`src/rtl/ysyx_2022040010_div.sv`:
```
// Iterative radix-2 restoring divider for the RV64 EXU (DIV/DIVU/REM/REMU and W forms).
// Quotient and remainder come out together; one quotient bit is produced per CALC cycle.
module ysyx_2022040010_div #(
    parameter int XLEN = 64
) (
    input  logic            clk,
    input  logic            rst,
    input  logic            div_valid,
    input  logic            div_signed,
    input  logic            div_32,
    input  logic [XLEN-1:0] div_a,
    input  logic [XLEN-1:0] div_b,
    input  logic            flush,
    output logic            div_ready,
    output logic            out_valid,
    output logic [XLEN-1:0] quotient,
    output logic [XLEN-1:0] remainder
);

    typedef enum logic [1:0] {
        IDLE = 2'd0,
        CALC = 2'd1,
        DONE = 2'd2
    } state_t;

    state_t      state_r, state_s;
    logic [64:0] rem_r;
    logic [63:0] quo_r, dvs_r, q_hold_r, r_hold_r;
    logic [5:0]  cnt_r;
    logic        w_r, neg_q_r, neg_r_r;

    logic [63:0] wmask_s, a_sel_s, b_sel_s, a_mag_s, b_mag_s;
    logic        a_neg_s, b_neg_s, dz_s, ovf_s, special_s, accept_s;
    logic [65:0] shift_s, diff_s;
    logic        ge_s;
    logic [64:0] rem_nx_s;
    logic [63:0] q_raw_s, q_sgn_s, q_fin_s, r_sgn_s, r_fin_s;

    // Operand preparation: width select, sign capture, magnitudes and special-case detection.
    always_comb begin
        wmask_s   = div_32 ? 64'h0000_0000_FFFF_FFFF : 64'hFFFF_FFFF_FFFF_FFFF;
        a_sel_s   = div_a & wmask_s;
        b_sel_s   = div_b & wmask_s;
        a_neg_s   = div_signed & (div_32 ? div_a[31] : div_a[63]);
        b_neg_s   = div_signed & (div_32 ? div_b[31] : div_b[63]);
        a_mag_s   = (a_neg_s ? (64'd0 - a_sel_s) : a_sel_s) & wmask_s;
        b_mag_s   = (b_neg_s ? (64'd0 - b_sel_s) : b_sel_s) & wmask_s;
        dz_s      = (b_sel_s == 64'd0);
        if (div_32) begin
            ovf_s = div_signed & (div_a[31:0] == 32'h8000_0000) & (div_b[31:0] == 32'hFFFF_FFFF);
        end else begin
            ovf_s = div_signed & (div_a == 64'h8000_0000_0000_0000) & (div_b == 64'hFFFF_FFFF_FFFF_FFFF);
        end
        special_s = dz_s | ovf_s;
        accept_s  = div_valid & (state_r == IDLE) & ~flush;
    end

    // One restoring step; the remainder never reaches the divisor, so the top bits stay clear.
    always_comb begin
        shift_s  = {rem_r, quo_r[63]};
        diff_s   = shift_s - {2'b00, dvs_r};
        ge_s     = ~diff_s[65];
        rem_nx_s = ge_s ? diff_s[64:0] : shift_s[64:0];
    end

    // Sign fix-up and W-form sign extension of the finished magnitudes.
    always_comb begin
        q_raw_s = w_r ? {32'd0, quo_r[31:0]} : quo_r;
        q_sgn_s = neg_q_r ? (64'd0 - q_raw_s) : q_raw_s;
        r_sgn_s = neg_r_r ? (64'd0 - rem_r[63:0]) : rem_r[63:0];
        if (w_r) begin
            q_fin_s = {{32{q_sgn_s[31]}}, q_sgn_s[31:0]};
            r_fin_s = {{32{r_sgn_s[31]}}, r_sgn_s[31:0]};
        end else begin
            q_fin_s = q_sgn_s;
            r_fin_s = r_sgn_s;
        end
    end

    // Next-state logic.
    always_comb begin
        state_s = state_r;
        case (state_r)
            IDLE: begin
                if (accept_s) begin
                    state_s = special_s ? DONE : CALC;
                end else begin
                    state_s = IDLE;
                end
            end
            CALC: begin
                if (flush) begin
                    state_s = IDLE;
                end else if (cnt_r == 6'd0) begin
                    state_s = DONE;
                end else begin
                    state_s = CALC;
                end
            end
            DONE:    state_s = IDLE;
            default: state_s = IDLE;
        endcase
    end

    // State register.
    always_ff @(posedge clk or posedge rst) begin
        if (rst) begin
            state_r <= IDLE;
        end else begin
            state_r <= state_s;
        end
    end

    // Datapath: load on accept, iterate in CALC, commit held results in DONE unless flushed.
    always_ff @(posedge clk or posedge rst) begin
        if (rst) begin
            rem_r    <= 65'd0;
            quo_r    <= 64'd0;
            dvs_r    <= 64'd0;
            cnt_r    <= 6'd0;
            w_r      <= 1'b0;
            neg_q_r  <= 1'b0;
            neg_r_r  <= 1'b0;
            q_hold_r <= 64'd0;
            r_hold_r <= 64'd0;
        end else begin
            case (state_r)
                IDLE: begin
                    if (accept_s) begin
                        w_r <= div_32;
                        if (special_s) begin
                            // Special results skip the sign fix; only W extension applies.
                            quo_r   <= dz_s ? 64'hFFFF_FFFF_FFFF_FFFF : a_sel_s;
                            rem_r   <= dz_s ? {1'b0, a_sel_s} : 65'd0;
                            neg_q_r <= 1'b0;
                            neg_r_r <= 1'b0;
                        end else begin
                            quo_r   <= div_32 ? {a_mag_s[31:0], 32'd0} : a_mag_s;
                            rem_r   <= 65'd0;
                            dvs_r   <= b_mag_s;
                            cnt_r   <= div_32 ? 6'd31 : 6'd63;
                            neg_q_r <= a_neg_s ^ b_neg_s;
                            neg_r_r <= a_neg_s;
                        end
                    end
                end
                CALC: begin
                    rem_r <= rem_nx_s;
                    quo_r <= {quo_r[62:0], ge_s};
                    cnt_r <= cnt_r - 6'd1;
                end
                DONE: begin
                    if (!flush) begin
                        q_hold_r <= q_fin_s;
                        r_hold_r <= r_fin_s;
                    end
                end
                default: begin
                    rem_r <= rem_r;
                end
            endcase
        end
    end

    // Output decode: results are live in DONE and held afterwards.
    always_comb begin
        div_ready = 1'b0;
        out_valid = 1'b0;
        quotient  = q_hold_r;
        remainder = r_hold_r;
        if (state_r == DONE) begin
            out_valid = ~flush;
            quotient  = q_fin_s;
            remainder = r_fin_s;
        end else begin
            div_ready = (state_r == IDLE);
        end
    end

endmodule

```
`config.mk`:
```
export PLATFORM = sky130hd
export DESIGN_NAME = ysyx_2022040010_div
export DESIGN_NICKNAME = d
export VERILOG_FILES = /design/src/rtl/ysyx_2022040010_div.sv
export SDC_FILE = /design/constraint.sdc
export NUM_CORES = 2
export LEC_CHECK = 0
export ABC_AREA = 1
export BUFFER_PORTS_ARGS = -buffer_cell sky130_fd_sc_hd__buf_2
export CELL_PAD_IN_SITES_DETAIL_PLACEMENT = 1
export CELL_PAD_IN_SITES_GLOBAL_PLACEMENT = 1
export CORE_AREA = 2 2 279 281
export CTS_CLUSTER_SIZE = 30
export DETAILED_ROUTE_END_ITERATION = 6
export DIE_AREA = 0 0 281 283
export PLACE_DENSITY = 0.79
export SLEW_MARGIN = 25
export SYNTH_ARGS = -nofsm -noshare
export SYNTH_HDL_FRONTEND = slang
export SYNTH_SLANG_ARGS = --single-unit
```
`constraint.sdc`:
```
create_clock -name clk -period 12.27 [get_ports clk]
set_input_delay 1.8405 -clock clk [delete_from_list [all_inputs] [get_ports clk]]
set_output_delay 1.8405 -clock clk [all_outputs]
set_load 0.1 [all_outputs]
```
==> results.md <==
* Nets at 5988
* Post-synth top cells: nand2_1 (1807), inv_1 (877), nor2_1 (587), o21ai_0 (453), nand3_1 (451)
* Clock Root Buffer: clkbuf_16
* Fin. Hold Viols at 0
* Largest net degree at the start of global routing at 119
* Core Util, Final at 0.468
* Worst Path Required at 10430 ps
* Setup Fix Bufs, Post-CTS at 0
* Total gr overflow at 0
* Synthesis Warnings at 0
* Clock Path Buffers at 3
* First-pass GRT wire length at 245000 um
* Number of global-route vias before repair at 38200
* DP HPWL at 134000 um
* CP endpoint kind: output port
* Cells after Synth at 5652
* Port Buffers at 263
* Cts hold-fix bufs at 0
* Initial DRC count at 4047
* Layout cells sized above 1 at 0.0755
* Fill count at 11000
* HP Class: flop to flop
* Period utilisation layout at 0.502
* Drt wl/cell at 24.2 um
* Minimum clock period at 6160 ps
* M1 WL at 73600 um
* Initial antenna violation count at 3
* Syn Area/Cell at 5.78 um^2
* Critical Path Fanout Max at 6
* Clock Latency Late Sink at 600 ps
* Synth Flop Type: dfrtp_1
* Fraction of registers with async set/reset at 1.00
* Register area share after synthesis at 0.254
* Gates resized, CTS repair at 0
* Count leader, synth: nand2_1
* Power per cell area at 263 mW/mm^2
* Yosys reg bits at 332
* CTS buffer count at 39
* Status: finished clean
* DR WL met3 at 16200 um
* Crit-path slowest cell: buf_2
* DIE HEIGHT at 283 um
* Core Area at 0.0767 mm^2
* FF-to-FF End: rem_r[10]
* Number of flops mapped to enable cells by yosys at 0
* Syn_nets at 5857
* Clock Pin Slew Worst Setup and Hold Paths at 60 ps
* H-Tree Depth at 2
* DIE AREA at 0.0795 mm^2
* Synth area leaders: dfrtp_1 (25%), nand2_1 (21%), inv_1 (10%)
* Starting density of the core at 0.426
* DRC errors left at 0
* Via/cell ratio at 5.73
* Max Clock Freq at 162 MHz
* Worst reg2reg startpoint: rem_r[10]
* WL final at 166000 um
* GPL Wtd Cong at 1.04
* P&R area growth vs syn at 9.94%
* Critical path destination: remainder[44]
* Clock skew at 38.5 ps
* Synthesized area at 0.0327 mm^2
* Total vias in the final route at 39300
* Drt pass-1 iters at 6
* DR WL met2 at 68200 um
* Worst VDD drop at 148 uV
* Peak per-stage delay on the critical path at 460 ps
* Final setup vio count at 0
* # IOs at 264
* Clock net sink count at 332
* Startpoint Class: flop
* Slew Limit Fails at 0
* Slew @ Worst Pin at 1120 ps
* Remaining antenna violation count at 0
* Synth top area share at 0.254
* TNS Setup at 0 ps
* TritonCTS clock tree: built
* Synth cell types at 51
* Overall Global Routing Usage at 0.409
* Max-cap violation count at 0
* CP Class: flop to output port
* Rel. slew slack at 0.254
* Register-to-Register Path Depth at 18
* Worst EP arrival at 4320 ps
* R2r setup slk at 7550 ps
* Row cnt at 102
* P_leak at 19.1 nW
* Crit-path most repeated cell: nand2_1
* Area leader, netlist: dfrtp_1
* Unrepaired setup endpoints after global routing: no
* DR top layer: met5
* CP cell instances: inv_1 > ha_1 > nand3_1 > nor2_1 > nand2_1 > nor2_1 > nand3_1 > nor2_1 > nand2_1 > nand2_1 > o21ai_0 > nand2_1 > nand3_1 > nand2_1 > nand2_1 > o21ai_0 > buf_2
* Worst setup path startpoint: rem_r[0]
* Die W at 281 um
==> placed cells by master (no fill, tap or decap), types with 19 or more instances in the layout <==
| cell | Yosys | routed |
|---|---|---|
| buf_4 | 8 | 37 |
| nand4_1 | 117 | 117 |
| xor2_1 | 158 | 158 |
| nand2_1 | 1807 | 1805 |
| ha_1 | 70 | 70 |
| o22ai_2 | 20 | 20 |
| a21oi_1 | 176 | 176 |
| inv_1 | 877 | 871 |
| dfrtp_1 | 332 | 331 |
| nand3b_1 | 25 | 25 |
| buf_2 | 35 | 263 |
| nor3_1 | 82 | 82 |
| o22ai_1 | 23 | 23 |
| o21ai_0 | 453 | 452 |
| nand3_1 | 451 | 450 |
| nor2_1 | 587 | 585 |
| o211ai_1 | 21 | 21 |
| o21ai_1 | 92 | 93 |
| clkbuf_16 | 0 | 40 |
| nor4_1 | 19 | 19 |
| xnor2_1 | 24 | 24 |
==> cell type report <==
type / instances / area (um^2) / area share
clock buffer: 53 / 1110 / 0.0309
antenna: 4 / 10.0 / 0.000279
tap: 1040 / 1300 / 0.0362
sequential: 332 / 8310 / 0.231
clock inverter: 16 / 134 / 0.00373
multi-input combinational: 4221 / 20100 / 0.560
inverter: 888 / 3350 / 0.0932
timing repair buffer: 301 / 1610 / 0.0447
==> cell families (layout without fill, tap and decap cells) <==
logic type,Yosys count,after routing,synth area share
AND/OR/NAND/NOR,3134,3134,0.399
buffers and inverters,1099,1258,0.132
AO/OA/AOI/OAI,834,834,0.139
flip-flops,332,332,0.254
XOR/XNOR,182,182,0.0488
adder cells (fa/ha/maj),71,71,0.0274
other,0,4,0
==> metal layers <==
layer / GRT usage / vias to the layer above
met5: 0 / -
met4: 0.171 / 4
met3: 0.0846 / 305
met2: 0.591 / 1726
met1: 0.587 / 19100
li1: - / 18100
==> sequential cells by signal, summed over array words and instances, names as in the netlist <==
| name | cells |
|---|---|
| cnt_r | 6 |
| dvs_r | 64 |
| neg_q_r | 1 |
| neg_r_r | 1 |
| q_hold_r | 64 |
| quo_r | 64 |
| r_hold_r | 64 |
| rem_r | 65 |
| state_r | 2 |
| w_r | 1 |
==> per-stage QoR <==
step | instance area [um^2] | std cells | hold slack, ps | power, mW | setup slack (ps)
after floorplan | 32700 | 5652 | 449 | 6.17 | 1230
after global placement | 34700 | 6782 | 461 | 7.93 | 5980
after detailed placement | 34700 | 6782 | 465 | 8.05 | 5910
after CTS | 35900 | 6851 | 481 | 9.27 | 6100
after global routing | 35900 | 6852 | 498 | 9.99 | 5790
final | 35900 | 6855 | 476 | 9.44 | 6110
==> how the worst min path moves through the flow <==
| stage | startpoint | end | slack, ps | cells past startpoint |
|---|---|---|---|---|
| CTS | q_hold_r[54] | q_hold_r[54] | 480 | 2 |
| floorplan | quo_r[56] | quo_r[56] | 450 | 2 |
| detailed placement | q_hold_r[54] | q_hold_r[54] | 470 | 2 |
| global placement | q_hold_r[37] | q_hold_r[37] | 460 | 2 |
| global route | q_hold_r[51] | q_hold_r[51] | 500 | 2 |
| finish | q_hold_r[48] | q_hold_r[48] | 480 | 2 |
==> critical path, delay by kind of cell (launching register included) <==
family / cells / cell delay (ps)
AND/OR/NAND/NOR: 12 / 2130
buffers and inverters: 2 / 700
flip-flops: 1 / 410
adder cells (fa/ha/maj): 1 / 300
AO/OA/AOI/OAI: 2 / 200
==> where the power goes <==
group / switching [mW] / internal, mW / leakage [nW]
sequential: 0.467 / 1.47 / 4.13
clock: 0.530 / 0.658 / 0.606
combinational: 4.85 / 1.47 / 14.3
total: 5.84 / 3.60 / 19.1
Note: power is estimated with default switching activity, not from simulation.
